**src/rtl/cla_pkg.sv**
```systemverilog
// Shared constants for the pipelined carry-lookahead adder family:
// default widths, pipeline depth helper and operation mode encoding.
package cla_pkg;

  localparam int DATA_WID_DEF  = 32;
  localparam int GROUP_WID_DEF = 8;

  localparam logic MODE_ADD = 1'b0;
  localparam logic MODE_SUB = 1'b1;

  function automatic int num_groups(input int data_wid, input int group_wid);
    return data_wid / group_wid;
  endfunction

endpackage

```
**src/rtl/cla_group.sv**
```systemverilog
// Combinational GROUP_WID-bit carry-lookahead block: per-bit generate and
// propagate, sum-of-products carries, group G/P and carry into the MSB.
module cla_group #(
  parameter int GROUP_WID = 8
) (
  input  logic [GROUP_WID-1:0] a,
  input  logic [GROUP_WID-1:0] b,
  input  logic                 cin,
  output logic [GROUP_WID-1:0] s,
  output logic                 cout,
  output logic                 c_msb
);

  logic [GROUP_WID-1:0] g_s;
  logic [GROUP_WID-1:0] p_s;
  logic [GROUP_WID:0]   c_s;
  logic                 gen_s;
  logic                 prod_s;
  logic                 grp_g_s;
  logic                 grp_p_s;

  // Lookahead carries: c[i+1] = OR_j (g[j] & p[j+1..i]) | (p[0..i] & cin).
  always_comb begin
    g_s     = a & b;
    p_s     = a ^ b;
    c_s     = '0;
    c_s[0]  = cin;
    gen_s   = 1'b0;
    prod_s  = 1'b1;
    for (int i = 0; i < GROUP_WID; i++) begin
      gen_s  = 1'b0;
      prod_s = 1'b1;
      for (int j = i; j >= 0; j--) begin
        gen_s  = gen_s | (g_s[j] & prod_s);
        prod_s = prod_s & p_s[j];
      end
      c_s[i+1] = gen_s | (prod_s & cin);
    end
    grp_g_s = gen_s;
    grp_p_s = prod_s;
  end

  assign s     = p_s ^ c_s[GROUP_WID-1:0];
  assign cout  = grp_g_s | (grp_p_s & cin);
  assign c_msb = c_s[GROUP_WID-1];

endmodule

```
**src/rtl/pipelined_cla_adder.sv**
```systemverilog
// Pipelined CLA adder/subtractor: one register stage per lookahead group,
// group carry handed stage to stage, valid/ready handshake on both sides.
module pipelined_cla_adder
  import cla_pkg::*;
#(
  parameter int DATA_WID  = DATA_WID_DEF,
  parameter int GROUP_WID = GROUP_WID_DEF
) (
  input  logic                clk,
  input  logic                rst_n,
  input  logic                in_valid,
  output logic                in_ready,
  input  logic [DATA_WID-1:0] in1,
  input  logic [DATA_WID-1:0] in2,
  input  logic                carry_in,
  input  logic                sub,
  output logic                out_valid,
  input  logic                out_ready,
  output logic [DATA_WID-1:0] sum,
  output logic                carry_out,
  output logic                overflow
);

  localparam int NUM_GROUPS = num_groups(DATA_WID, GROUP_WID);

  if (((DATA_WID % GROUP_WID) != 0) || (DATA_WID < GROUP_WID)) begin : g_bad_width
    $error("DATA_WID must be a non-zero multiple of GROUP_WID");
  end

  logic                                 advance_s;
  logic [DATA_WID-1:0]                  b_eff_s;
  logic                                 cin_eff_s;

  logic [NUM_GROUPS-1:0][GROUP_WID-1:0] grp_a_s;
  logic [NUM_GROUPS-1:0][GROUP_WID-1:0] grp_b_s;
  logic [NUM_GROUPS-1:0][GROUP_WID-1:0] grp_s_s;
  logic [NUM_GROUPS-1:0]                grp_cin_s;
  logic [NUM_GROUPS-1:0]                grp_cout_s;
  logic [NUM_GROUPS-1:0]                grp_cmsb_s;

  logic [NUM_GROUPS-1:0][DATA_WID-1:0]  a_d, a_q;
  logic [NUM_GROUPS-1:0][DATA_WID-1:0]  b_d, b_q;
  logic [NUM_GROUPS-1:0][DATA_WID-1:0]  s_d, s_q;
  logic [NUM_GROUPS-1:0]                c_d, c_q;
  logic [NUM_GROUPS-1:0]                v_d, v_q;
  logic                                 ov_d, ov_q;

  // Operand conditioning and global pipeline advance.
  always_comb begin
    if (sub == MODE_SUB) begin
      b_eff_s   = ~in2;
      cin_eff_s = 1'b1;
    end else begin
      b_eff_s   = in2;
      cin_eff_s = carry_in;
    end
    advance_s = out_ready || !v_q[NUM_GROUPS-1];
  end

  for (genvar k = 0; k < NUM_GROUPS; k++) begin : g_stage
    localparam logic [DATA_WID-1:0] SLICE_MASK =
      ({DATA_WID{1'b1}} >> (DATA_WID - GROUP_WID)) << (k * GROUP_WID);

    if (k == 0) begin : g_first
      assign grp_a_s[k]   = in1[GROUP_WID-1:0];
      assign grp_b_s[k]   = b_eff_s[GROUP_WID-1:0];
      assign grp_cin_s[k] = cin_eff_s;
      assign a_d[k]       = in1;
      assign b_d[k]       = b_eff_s;
      assign s_d[k]       = DATA_WID'(grp_s_s[k]);
      assign v_d[k]       = in_valid && advance_s;
    end else begin : g_next
      assign grp_a_s[k]   = a_q[k-1][k*GROUP_WID +: GROUP_WID];
      assign grp_b_s[k]   = b_q[k-1][k*GROUP_WID +: GROUP_WID];
      assign grp_cin_s[k] = c_q[k-1];
      assign a_d[k]       = a_q[k-1];
      assign b_d[k]       = b_q[k-1];
      assign s_d[k]       = (s_q[k-1] & ~SLICE_MASK) |
                            (DATA_WID'(grp_s_s[k]) << (k * GROUP_WID));
      assign v_d[k]       = v_q[k-1];
    end

    assign c_d[k] = grp_cout_s[k];

    cla_group #(
      .GROUP_WID (GROUP_WID)
    ) u_group (
      .a     (grp_a_s[k]),
      .b     (grp_b_s[k]),
      .cin   (grp_cin_s[k]),
      .s     (grp_s_s[k]),
      .cout  (grp_cout_s[k]),
      .c_msb (grp_cmsb_s[k])
    );
  end

  assign ov_d = grp_cmsb_s[NUM_GROUPS-1] ^ grp_cout_s[NUM_GROUPS-1];

  // Operand copies in the last stage and non-final MSB carries feed nothing.
  logic unused_s;
  assign unused_s = ^{a_q[NUM_GROUPS-1], b_q[NUM_GROUPS-1], grp_cmsb_s};

  // Pipeline state: every stage, valids included, moves together on advance.
  always_ff @(posedge clk or negedge rst_n) begin
    if (!rst_n) begin
      a_q  <= '0;
      b_q  <= '0;
      s_q  <= '0;
      c_q  <= '0;
      v_q  <= '0;
      ov_q <= 1'b0;
    end else if (advance_s) begin
      a_q  <= a_d;
      b_q  <= b_d;
      s_q  <= s_d;
      c_q  <= c_d;
      v_q  <= v_d;
      ov_q <= ov_d;
    end
  end

  assign in_ready  = advance_s;
  assign out_valid = v_q[NUM_GROUPS-1];
  assign sum       = s_q[NUM_GROUPS-1];
  assign carry_out = c_q[NUM_GROUPS-1];
  assign overflow  = ov_q;

endmodule

```
**config.mk**
```make
export PLATFORM = sky130hd
export DESIGN_NAME = pipelined_cla_adder
export DESIGN_NICKNAME = d
export VERILOG_FILES = /design/src/rtl/cla_pkg.sv /design/src/rtl/cla_group.sv /design/src/rtl/pipelined_cla_adder.sv
export SDC_FILE = /design/constraint.sdc
export NUM_CORES = 1
export LEC_CHECK = 0
export CELL_PAD_IN_SITES_DETAIL_PLACEMENT = 1
export CELL_PAD_IN_SITES_GLOBAL_PLACEMENT = 2
export CORE_MARGIN = 1
export CORE_UTILIZATION = 37
export DETAILED_ROUTE_END_ITERATION = 10
export GPL_ROUTABILITY_DRIVEN = 0
export PLACE_DENSITY_LB_ADDON = 0.2
export SLEW_MARGIN = 15
export SYNTH_ARGS = -nofsm -noshare
export SYNTH_HDL_FRONTEND = slang
export SYNTH_HIERARCHICAL = 1
export SYNTH_SLANG_ARGS = --single-unit
```
**constraint.sdc**
```tcl
create_clock -name clk -period 1.9 [get_ports clk]
set_input_delay 0.475 -clock clk [delete_from_list [all_inputs] [get_ports clk]]
set_output_delay 0.475 -clock clk [all_outputs]
set_load 0.03 [all_outputs]
```
==> results of run 1 <==
stage by stage:
step | setup TNS [ns] | area (sq um) | setup WS, ns | util (%)
2_1_floorplan | -2.00 | 9220 | -0.443 | -
3_3_place_gp | -6.16 | 11100 | -0.700 | 45.5
3_5_place_dp | -7.52 | 11100 | -0.758 | 45.5
4_1_cts | -0.0458 | 11800 | -0.0281 | 48.5
5_1_grt | -0.382 | 12000 | -0.0705 | 49.2
6_report | -0.0360 | 12000 | -0.0214 | 49.2
area by class of cell:
cell class,count,area [sq um]
tap,324,405
multi-input combinational,378,4510
clock inverter,15,131
timing repair buffer,192,1810
sequential,185,4630
fill,2411,12400
clock buffer,17,425
inverter,11,41.3
power groups by stage:
stage                     Clock, uW  Sequential [uW]  Combinational (uW)
after detailed placement          0             7000               10500
final                          3410             6920               11200
after floorplan                   0             7340                6810
after CTS                      3530             6950               10800
after global routing           3660             7160               12100
after global placement            0             6880               10100
logic make-up after synthesis:
group | count (synthesis) | synth area share [%]
simple gates | 42 | 2.60
flops | 185 | 50.4
xor+xnor | 55 | 5.25
fa+ha+maj | 36 | 5.23
buf+inv | 41 | 3.27
mux | 184 | 28.2
compound gates | 61 | 4.99
layer usage:
| metal | track usage [%] | part of all wire [%] |
|---|---|---|
| met2 | 27.5 | 51 |
| met3 | 4.09 | 3.6 |
| met5 | 0 | 0.067 |
| met1 | 20.5 | 44 |
| met4 | 4.59 | 1.4 |
final timing paths:
| check | from | end | slack [ns] | depth (start not counted) |
|---|---|---|---|---|
| max | b_d[80] | c_q[2] | -0.02 | 6 |
| min | s_q[1] | s_q[33] | 0.50 | 1 |
| max reg2reg | b_d[80] | c_q[2] | -0.02 | 6 |
| min reg2reg | s_q[1] | s_q[33] | 0.50 | 1 |
| max in group asynchronous | rst_n | b_d[95] | 0.74 | 3 |
| min in group asynchronous | rst_n | s_q[2] | 0.57 | 2 |
repair_timing:
action                                  CTS  global route
gates cloned                              0             0
pin swaps                                24            34
hold buffers                              1             0
gates resized for setup                  77            32
setup buffers                             8             7
endpoints found under the setup margin   47            17
endpoints found under the hold margin     7             0
sequential cells by signal (all words and copies together), names as in the netlist:
register / count
b_d: 48
c_q: 4
sum: 32
s_q: 48
v_q: 4
overflow: 1
a_d: 48
cells in the final DEF, fill, tap and decap left out, types with 3 or more instances in the layout:
cell type        instances
buf_12                  13
inv_1                   11
xor2_2                   4
buf_4                   73
a21o_1                  13
o21a_1                   3
o21ai_2                  6
nor2_1                   4
nand3_1                  3
ha_1                    25
dlygate4sd2_1           41
a21oi_1                 11
clkbuf_2                 3
nand4_1                  8
mux2_4                 144
and3_1                   3
clkbuf_16               17
fa_1                     4
ha_4                     5
inv_6                    4
buf_6                    3
a21oi_2                  3
xor2_1                  43
clkinv_4                 3
nand2_1                  8
inv_8                    4
xnor2_1                  8
a211o_1                  3
dfrtp_1                184
mux2_2                  40
a21oi_4                  5
clkdlybuf4s50_1         56
==> out/qor.yml, run 1 <==
status: "finished, violations left"
violations: "setup timing"
whs_ns: 0.504
ant_nets: 0
ctsRootBufferMaster: "clkbuf_16"
layout-area-overhead-vs-synth_pct: 30.3
synth-seq-cells: 185
rows: 57
setup_ws_ns: -0.0214
cts.htree.levels: 4
max-vdd-ir-drop_mv: 0.759
max_stage_delay_ns: 0.38
period_needed_ns: 1.92
worstHoldPathType: "reg2reg"
critPathKind: "reg2reg"
power.leakage_uw: 0.00569
ys.flop_type: "dfrtp_1"
cts_tree: "done"
maxCapViolations: 0
drive_gt1_share_pct: 43.7
dr.pass1.iters: 4
drt-initial-drc-count: 103
worst_pin_slew_ns: 0.489
gr-total-overflow: 0
layout.nets: 891
power_uw: 21500
finalSetupViolCount: 2
switching_power_uw: 7610
cp_slowest_cell: "dfrtp_1"
hold_viol_final: 0
drc_errors: 0
antenna_found_initial: 1
routed_wl_um: 19300
syn_inst: 604
cts_buffers: 17
p_int_uw: 13900
clk_path_buf_depth: 2
ys_seq_area_share_pct: 50.4
seqPwrFrac_pct: 32.2
switching_share_pct: 35.4
synth_common_cells: "185 x dfrtp_1, 138 x mux2_4, 47 x xor2_1"
p_comb_share_pct: 52.0
synth_edf_count: 0
clk_pin_slew_ns: 0.07
grt_start_max_net_pins: 46
clk_latency_ns: 0.43
rsz0062_at_grt: "yes"
placed_cells_incl_taps: 1074
cp-end-kind: "flip-flop"
mappedNetlistNets: 710
layoutNonFillerInstCount: 1122
synth_top_cell_area_share_pct: 50.4
fp.dieArea_sq_um: 25400
port_buffers: 105
start_kind: "flip-flop"
skew_ns: 0.0137
yosysTopAreaCell: "dfrtp_1"
grt_pass1_wl_um: 32900
die_h_um: 160
num_io_pins: 106
final-max-slew-violation-count: 0
track_usage_pct: 16.3
grt_pass1_vias: 6174
crit_chain: "ha_1 -> a211o_1 -> a21oi_4 -> o21ai_4 -> a21o_1 -> mux2_4"
arrival_ns: 2.23
yosys-top-cells-area: "dfrtp_1 50%, mux2_4 23%, mux2_2 5.6%, xor2_1 4.5%, ha_1 4.4%"
wl_per_cell_um: 17.2
start_util_pct: 37.7
ys_async_sr_fraction_pct: 100
power_density_nw_per_um2: 1800
via_per_inst: 4.75
pwr-share-clk_pct: 15.9
cp_max_fo: 3
crit_family: "compound AO/OA/AOI/OAI gates"
die_width_um: 160
yosysMostFrequentCell: "dfrtp_1"
hpwlAfterDp_um: 13500
path_buf_inv: 0
syn-mean-instance-area_sq_um: 15.2
num_antenna_cells: 0
max_freq_mhz: 520
relSlewSlack_pct: 67.4
syn-cell-area_sq_um: 9180
period_share_pct: 101
yosys_warnings: 6
core_sq_um: 24300
vias: 5328
post_synth_num_cell_types: 41
clock-sinks: 185
critPathRequiredTime_ns: 2.21
No activity file was read; power rests on OpenSTA's default activity.
==> run 2: changes to the inputs <==
--- a/config.mk
+++ b/config.mk
@@ -5,6 +5,7 @@
 export SDC_FILE = /design/constraint.sdc
 export NUM_CORES = 1
 export LEC_CHECK = 0
+export ABC_AREA = 0
 export CELL_PAD_IN_SITES_DETAIL_PLACEMENT = 1
 export CELL_PAD_IN_SITES_GLOBAL_PLACEMENT = 2
 export CORE_MARGIN = 1
==> results of run 2 <==
No change in the layout: final DEF, timing and power equal those of run 1.
